`config.mk`:
```
export PLATFORM = sky130hd
export DESIGN_NAME = ltl_report_collector
export DESIGN_NICKNAME = d
export VERILOG_FILES = /design/src/rtl/ltl_report_collector.sv
export SDC_FILE = /design/constraint.sdc
export NUM_CORES = 1
export LEC_CHECK = 0
export ABC_AREA = 1
export BUFFER_PORTS_ARGS = -buffer_cell sky130_fd_sc_hd__buf_2
export CORE_MARGIN = 2
export CORE_UTILIZATION = 50
export CTS_CLUSTER_SIZE = 40
export DETAILED_ROUTE_END_ITERATION = 10
export GPL_ROUTABILITY_DRIVEN = 0
export GPL_TIMING_DRIVEN = 0
export PLACE_DENSITY = 0.68
export SYNTH_ARGS = -nofsm -noshare
export SYNTH_HDL_FRONTEND = slang
export SYNTH_SLANG_ARGS = --single-unit
```
`constraint.sdc`:
```
create_clock -name clk -period 5.6 [get_ports clk]
set_clock_uncertainty 0.1 [all_clocks]
set_input_delay 1.12 -clock clk [delete_from_list [all_inputs] [get_ports clk]]
set_output_delay 1.12 -clock clk [all_outputs]
set_load 0.005 [all_outputs]
```
`src/rtl/ltl_report_collector.sv`:
```
// Report collector for an LTL cluster automaton: timestamps reporting
// cycles into a show-ahead event FIFO and keeps sticky/hit/drop statistics.
module ltl_report_collector #(
    parameter int NUM_REPORTS = 4,
    parameter int TS_WIDTH    = 32,
    parameter int FIFO_DEPTH  = 8,
    parameter int CNT_WIDTH   = 16
) (
    input  logic                            clk,
    input  logic                            reset,
    input  logic                            run,
    input  logic [NUM_REPORTS-1:0]          report_in,
    input  logic                            clear,
    output logic                            ev_valid,
    input  logic                            ev_ready,
    output logic [NUM_REPORTS-1:0]          ev_vector,
    output logic [TS_WIDTH-1:0]             ev_timestamp,
    output logic [$clog2(FIFO_DEPTH):0]     fifo_level,
    output logic [NUM_REPORTS-1:0]          sticky_flags,
    output logic [NUM_REPORTS*CNT_WIDTH-1:0] hit_count,
    output logic [CNT_WIDTH-1:0]            drop_count,
    output logic                            overflow,
    output logic                            any_report
);

    localparam int PTR_W = $clog2(FIFO_DEPTH);
    localparam int LVL_W = PTR_W + 1;
    localparam logic [LVL_W-1:0] FULL_LVL = LVL_W'(FIFO_DEPTH);
    localparam logic [CNT_WIDTH-1:0] CNT_MAX = '1;

    logic [TS_WIDTH-1:0]    sym_q, sym_d;
    logic [PTR_W-1:0]       wr_ptr_q, wr_ptr_d;
    logic [PTR_W-1:0]       rd_ptr_q, rd_ptr_d;
    logic [LVL_W-1:0]       level_q, level_d;
    logic [NUM_REPORTS-1:0] vec_mem_q [FIFO_DEPTH];
    logic [NUM_REPORTS-1:0] vec_mem_d [FIFO_DEPTH];
    logic [TS_WIDTH-1:0]    ts_mem_q  [FIFO_DEPTH];
    logic [TS_WIDTH-1:0]    ts_mem_d  [FIFO_DEPTH];
    logic [NUM_REPORTS-1:0] sticky_q, sticky_d;
    logic [CNT_WIDTH-1:0]   hit_q [NUM_REPORTS];
    logic [CNT_WIDTH-1:0]   hit_d [NUM_REPORTS];
    logic [CNT_WIDTH-1:0]   drop_q, drop_d;
    logic                   ovf_q, ovf_d;
    logic                   any_q, any_d;

    logic ev;
    logic pop;
    logic push;
    logic drop;

    assign ev   = run && (report_in != '0);
    assign pop  = (level_q != '0) && ev_ready;
    // A full FIFO still accepts the event when the head leaves this cycle.
    assign push = ev && ((level_q != FULL_LVL) || pop);
    assign drop = ev && !push;

    always_comb begin
        sym_d     = sym_q;
        wr_ptr_d  = wr_ptr_q;
        rd_ptr_d  = rd_ptr_q;
        level_d   = level_q;
        vec_mem_d = vec_mem_q;
        ts_mem_d  = ts_mem_q;
        sticky_d  = sticky_q;
        hit_d     = hit_q;
        drop_d    = drop_q;
        ovf_d     = ovf_q;
        any_d     = 1'b0;
        if (clear) begin
            sym_d    = '0;
            wr_ptr_d = '0;
            rd_ptr_d = '0;
            level_d  = '0;
            sticky_d = '0;
            drop_d   = '0;
            ovf_d    = 1'b0;
            for (int i = 0; i < FIFO_DEPTH; i++) begin
                vec_mem_d[i] = '0;
                ts_mem_d[i]  = '0;
            end
            for (int i = 0; i < NUM_REPORTS; i++) begin
                hit_d[i] = '0;
            end
        end else begin
            if (run) begin
                sym_d = sym_q + TS_WIDTH'(1);
            end
            if (ev) begin
                any_d    = 1'b1;
                sticky_d = sticky_q | report_in;
                for (int i = 0; i < NUM_REPORTS; i++) begin
                    if (report_in[i] && (hit_q[i] != CNT_MAX)) begin
                        hit_d[i] = hit_q[i] + CNT_WIDTH'(1);
                    end
                end
            end
            if (push) begin
                vec_mem_d[wr_ptr_q] = report_in;
                ts_mem_d[wr_ptr_q]  = sym_q;
                wr_ptr_d            = wr_ptr_q + PTR_W'(1);
            end
            if (pop) begin
                rd_ptr_d = rd_ptr_q + PTR_W'(1);
            end
            level_d = level_q + LVL_W'(push) - LVL_W'(pop);
            if (drop) begin
                ovf_d = 1'b1;
                if (drop_q != CNT_MAX) begin
                    drop_d = drop_q + CNT_WIDTH'(1);
                end
            end
        end
    end

    always_ff @(posedge clk) begin
        if (reset) begin
            sym_q    <= '0;
            wr_ptr_q <= '0;
            rd_ptr_q <= '0;
            level_q  <= '0;
            sticky_q <= '0;
            drop_q   <= '0;
            ovf_q    <= 1'b0;
            any_q    <= 1'b0;
            for (int i = 0; i < FIFO_DEPTH; i++) begin
                vec_mem_q[i] <= '0;
                ts_mem_q[i]  <= '0;
            end
            for (int i = 0; i < NUM_REPORTS; i++) begin
                hit_q[i] <= '0;
            end
        end else begin
            sym_q     <= sym_d;
            wr_ptr_q  <= wr_ptr_d;
            rd_ptr_q  <= rd_ptr_d;
            level_q   <= level_d;
            vec_mem_q <= vec_mem_d;
            ts_mem_q  <= ts_mem_d;
            sticky_q  <= sticky_d;
            hit_q     <= hit_d;
            drop_q    <= drop_d;
            ovf_q     <= ovf_d;
            any_q     <= any_d;
        end
    end

    assign ev_valid     = (level_q != '0);
    assign ev_vector    = vec_mem_q[rd_ptr_q];
    assign ev_timestamp = ts_mem_q[rd_ptr_q];
    assign fifo_level   = level_q;
    assign sticky_flags = sticky_q;
    assign drop_count   = drop_q;
    assign overflow     = ovf_q;
    assign any_report   = any_q;

    for (genvar g = 0; g < NUM_REPORTS; g++) begin : g_hit
        assign hit_count[g*CNT_WIDTH +: CNT_WIDTH] = hit_q[g];
    end

endmodule
```
==> run metrics <==
Area growth syn-to-layout=14.7%; setup TNS=0 ns; CTS Buf Count=46; synthesized-area fraction occupied by adder cells=0.00921; final instance area=22800 um^2; largest net degree at the start of global routing=13; Fmax=216 MHz; Final Setup Violations=0; Cell Int Power=5.08 mW; CTS tree=built; first-pass GRT wire length=108 mm; Synth cell types=31; die width=203 um; number of global-route vias before repair=19.8k; Gate power share=0.083; Syn Inst Count=2909; area occupied by multi-input gates=9940 um^2; XOR/XNOR Fraction of Synth Area=0.0194; Synth Area in Simple Gates=0.310; Leak=8.11 nW; Yosys reg bits=416; total track usage=0.332; Net count, final=3111; Hold Buf Count CTS=0; grt total ovfl=0; Post-DRT Antenna Nets=0; Worst path max stage delay=0.60 ns; worst-margin pin slew=1.56 ns; Final Util=0.585; Hold Crit Class=flop to flop; Residual DRC=0; pwr/cell area=297 nW/um^2; Sw Ratio=0.250; Seq/Total Area, Yosys=0.420; post-synthesis net count=2932; Max rail drop VDD=233 uV; Buffers on Ports=131; Clock Power Share=0.477; Initial Util=0.510; die height=203 um; relative slew slack=-0.0453; Iter 0 DRT Violations=2366; wire length per cell=19.2 um; setup bufs post-CTS=0; I/O pins=136; Clk Latency, worst-skew pair=0.59 ns; initial antenna violation count=2; crit path launch type=flop; final wirelength=70.0 mm; largest family of logic cells by synthesized area=simple AND/OR/NAND/NOR gates; switching power=1.69 mW; clk buf depth=3; Fill cells=3791; DP Area=21100 um^2; crit end category=output port; Avg Inst Size Synth=6.82 um^2; delay-heaviest family, CP=buffers and inverters; status=finished with violations; Critical Path, Cell by Cell=buf_2, clkbuf_1, clkbuf_1, nor2_1, o22ai_1, nor2_1, a31oi_1, buf_2; clk slew on worst S/H paths=0.06 ns; maximum fanout along the worst path=10; root buffer cell=clkbuf_16; max_cap viols=2; vias=21.0k; Sink Count=416; Pre-antenna DRT Iters=6; Final Hold Vio Count=0; layout cell share with drive strength beyond 1=0.105; Setup WS post-layout=0.980 ns; Final Max Slew Viols=11; worst path bufs/invs=4; pre-CTS worst setup slack=1.74 ns; min Tclk post-route=4.62 ns; yosys warns=0; Cell Rows=72; hpwl dp=49.9 mm; mux cell area share after synthesis=0; post-synthesis cell area=19800 um^2; CP required=4.38 ns; crit path DAT=3.40 ns; core box area=38900 um^2; Seq. cell area=8330 um^2; violated checks=max-capacitance violations, max-slew violations; RSZ-0062 raised after global routing=false; CP Class=flop to output port; routed vias/inst=5.77; Flop pwr share=0.440; Post-CTS Resized=0; die area=41300 um^2; H-tree level count=2; Tcrit/Tclk final=0.825; compound-cell area share of the yosys netlist=0.162; Slowest-stage cell, CP=clkbuf_1
[cell families after synthesis]
family                     Yosys count
xor gates and xnor gates            44
DFF                                416
buffers and inverters              344
and+or+nand+nor                   1469
adders and majority gates           14
AOI/OAI and AO/OA                  622
[synth_stat cells, drive strengths merged]
cell,count,area (um^2)
o21ai,173,866
a211oi,1,7.51
inv,114,428
xnor2,21,184
nand3,347,1740
nor3,16,80.1
nand4,34,213
a31oi,37,231
xor2,23,201
o21a,4,30.0
ha,13,163
fa,1,20.0
a21oi,370,1850
o22ai,36,225
buf,116,717
nor2,428,1620
clkbuf,113,424
clkinv,1,3.75
nor3b,4,30.0
dfxtp,416,8330
nand2,640,2480
o21bai,1,7.51
[area by class of cell]
| class | count | share of cell area |
|---|---|---|
| diodes | 2 | 0.000220 |
| plain buffers | 229 | 0.0501 |
| clock buffers | 74 | 0.0641 |
| clock inverters | 11 | 0.00682 |
| inverters | 115 | 0.0190 |
| multi-input cells | 2149 | 0.437 |
| flip-flops and latches | 416 | 0.366 |
| well taps | 518 | 0.0285 |
| repair buffers | 131 | 0.0288 |
[registers in the layout, indices dropped and copies added (netlist names)]
| signal | cells |
|---|---|
| any_report | 1 |
| drop_count | 16 |
| fifo_level | 4 |
| hit_count | 64 |
| overflow | 1 |
| rd_ptr_q | 3 |
| sticky_flags | 4 |
| sym_q | 32 |
| ts_mem_q | 256 |
| vec_mem_q | 32 |
| wr_ptr_q | 3 |
[power by group through the flow]
stage                     combinational [mW]  clock, mW  sequential, mW
final                                  0.561       3.23            2.98
after detailed placement               0.542          0            3.04
after CTS                              0.544       3.24            2.98
after global routing                   0.595       3.36            2.98
after floorplan                        0.336          0            3.04
after global placement                 0.537          0            3.04
[tightest hold or removal path: stages (launching register included)]
cell and delay, ns:
dfxtp_1 0.30, nand2_1 0.05, a21oi_1 0.05
[worst paths after layout]
check | depth (start not counted) | to | slack, ns | from
hold reg to reg | 2 | ts_mem_q[133] | 0.36 | ts_mem_q[133]
setup reg to reg | 16 | fifo_level[2] | 2.53 | fifo_level[3]
setup / recovery | 8 | ev_timestamp[30] | 0.98 | rd_ptr_q[0]
hold / removal | 2 | ts_mem_q[133] | 0.36 | ts_mem_q[133]
[per-layer routing]
metal	up-vias	routed length [um]	track usage
li1	9996	-	-
met1	9726	28200	0.421
met2	1099	32200	0.549
met3	214	6470	0.0620
met4	0	3080	0.154
met5	-	0	0
[metrics by stage]
stage                     std cells  power (mW)  hold slack, ns
after floorplan                2909        3.38           0.336
after global placement         3558        3.58           0.344
after detailed placement       3558        3.59           0.349
after CTS                      3643        6.76           0.358
after global routing           3644        6.93           0.369
final                          3645        6.77           0.356
[placed cells by master, fill, tap and decap left out, drive strengths merged, types with 2 or more instances in the layout]
cell / n
diode: 2
nand4: 34
o21ai: 173
a21oi: 370
xor2: 23
clkinv: 8
nand2: 640
inv: 114
nor2: 428
xnor2: 21
dfxtp: 416
nand3: 347
o22ai: 36
bufinv: 4
ha: 13
clkbuf: 187
buf: 247
a31oi: 37
o21a: 4
nor3b: 4
nor3: 16
(Power assumes the default switching activity.)
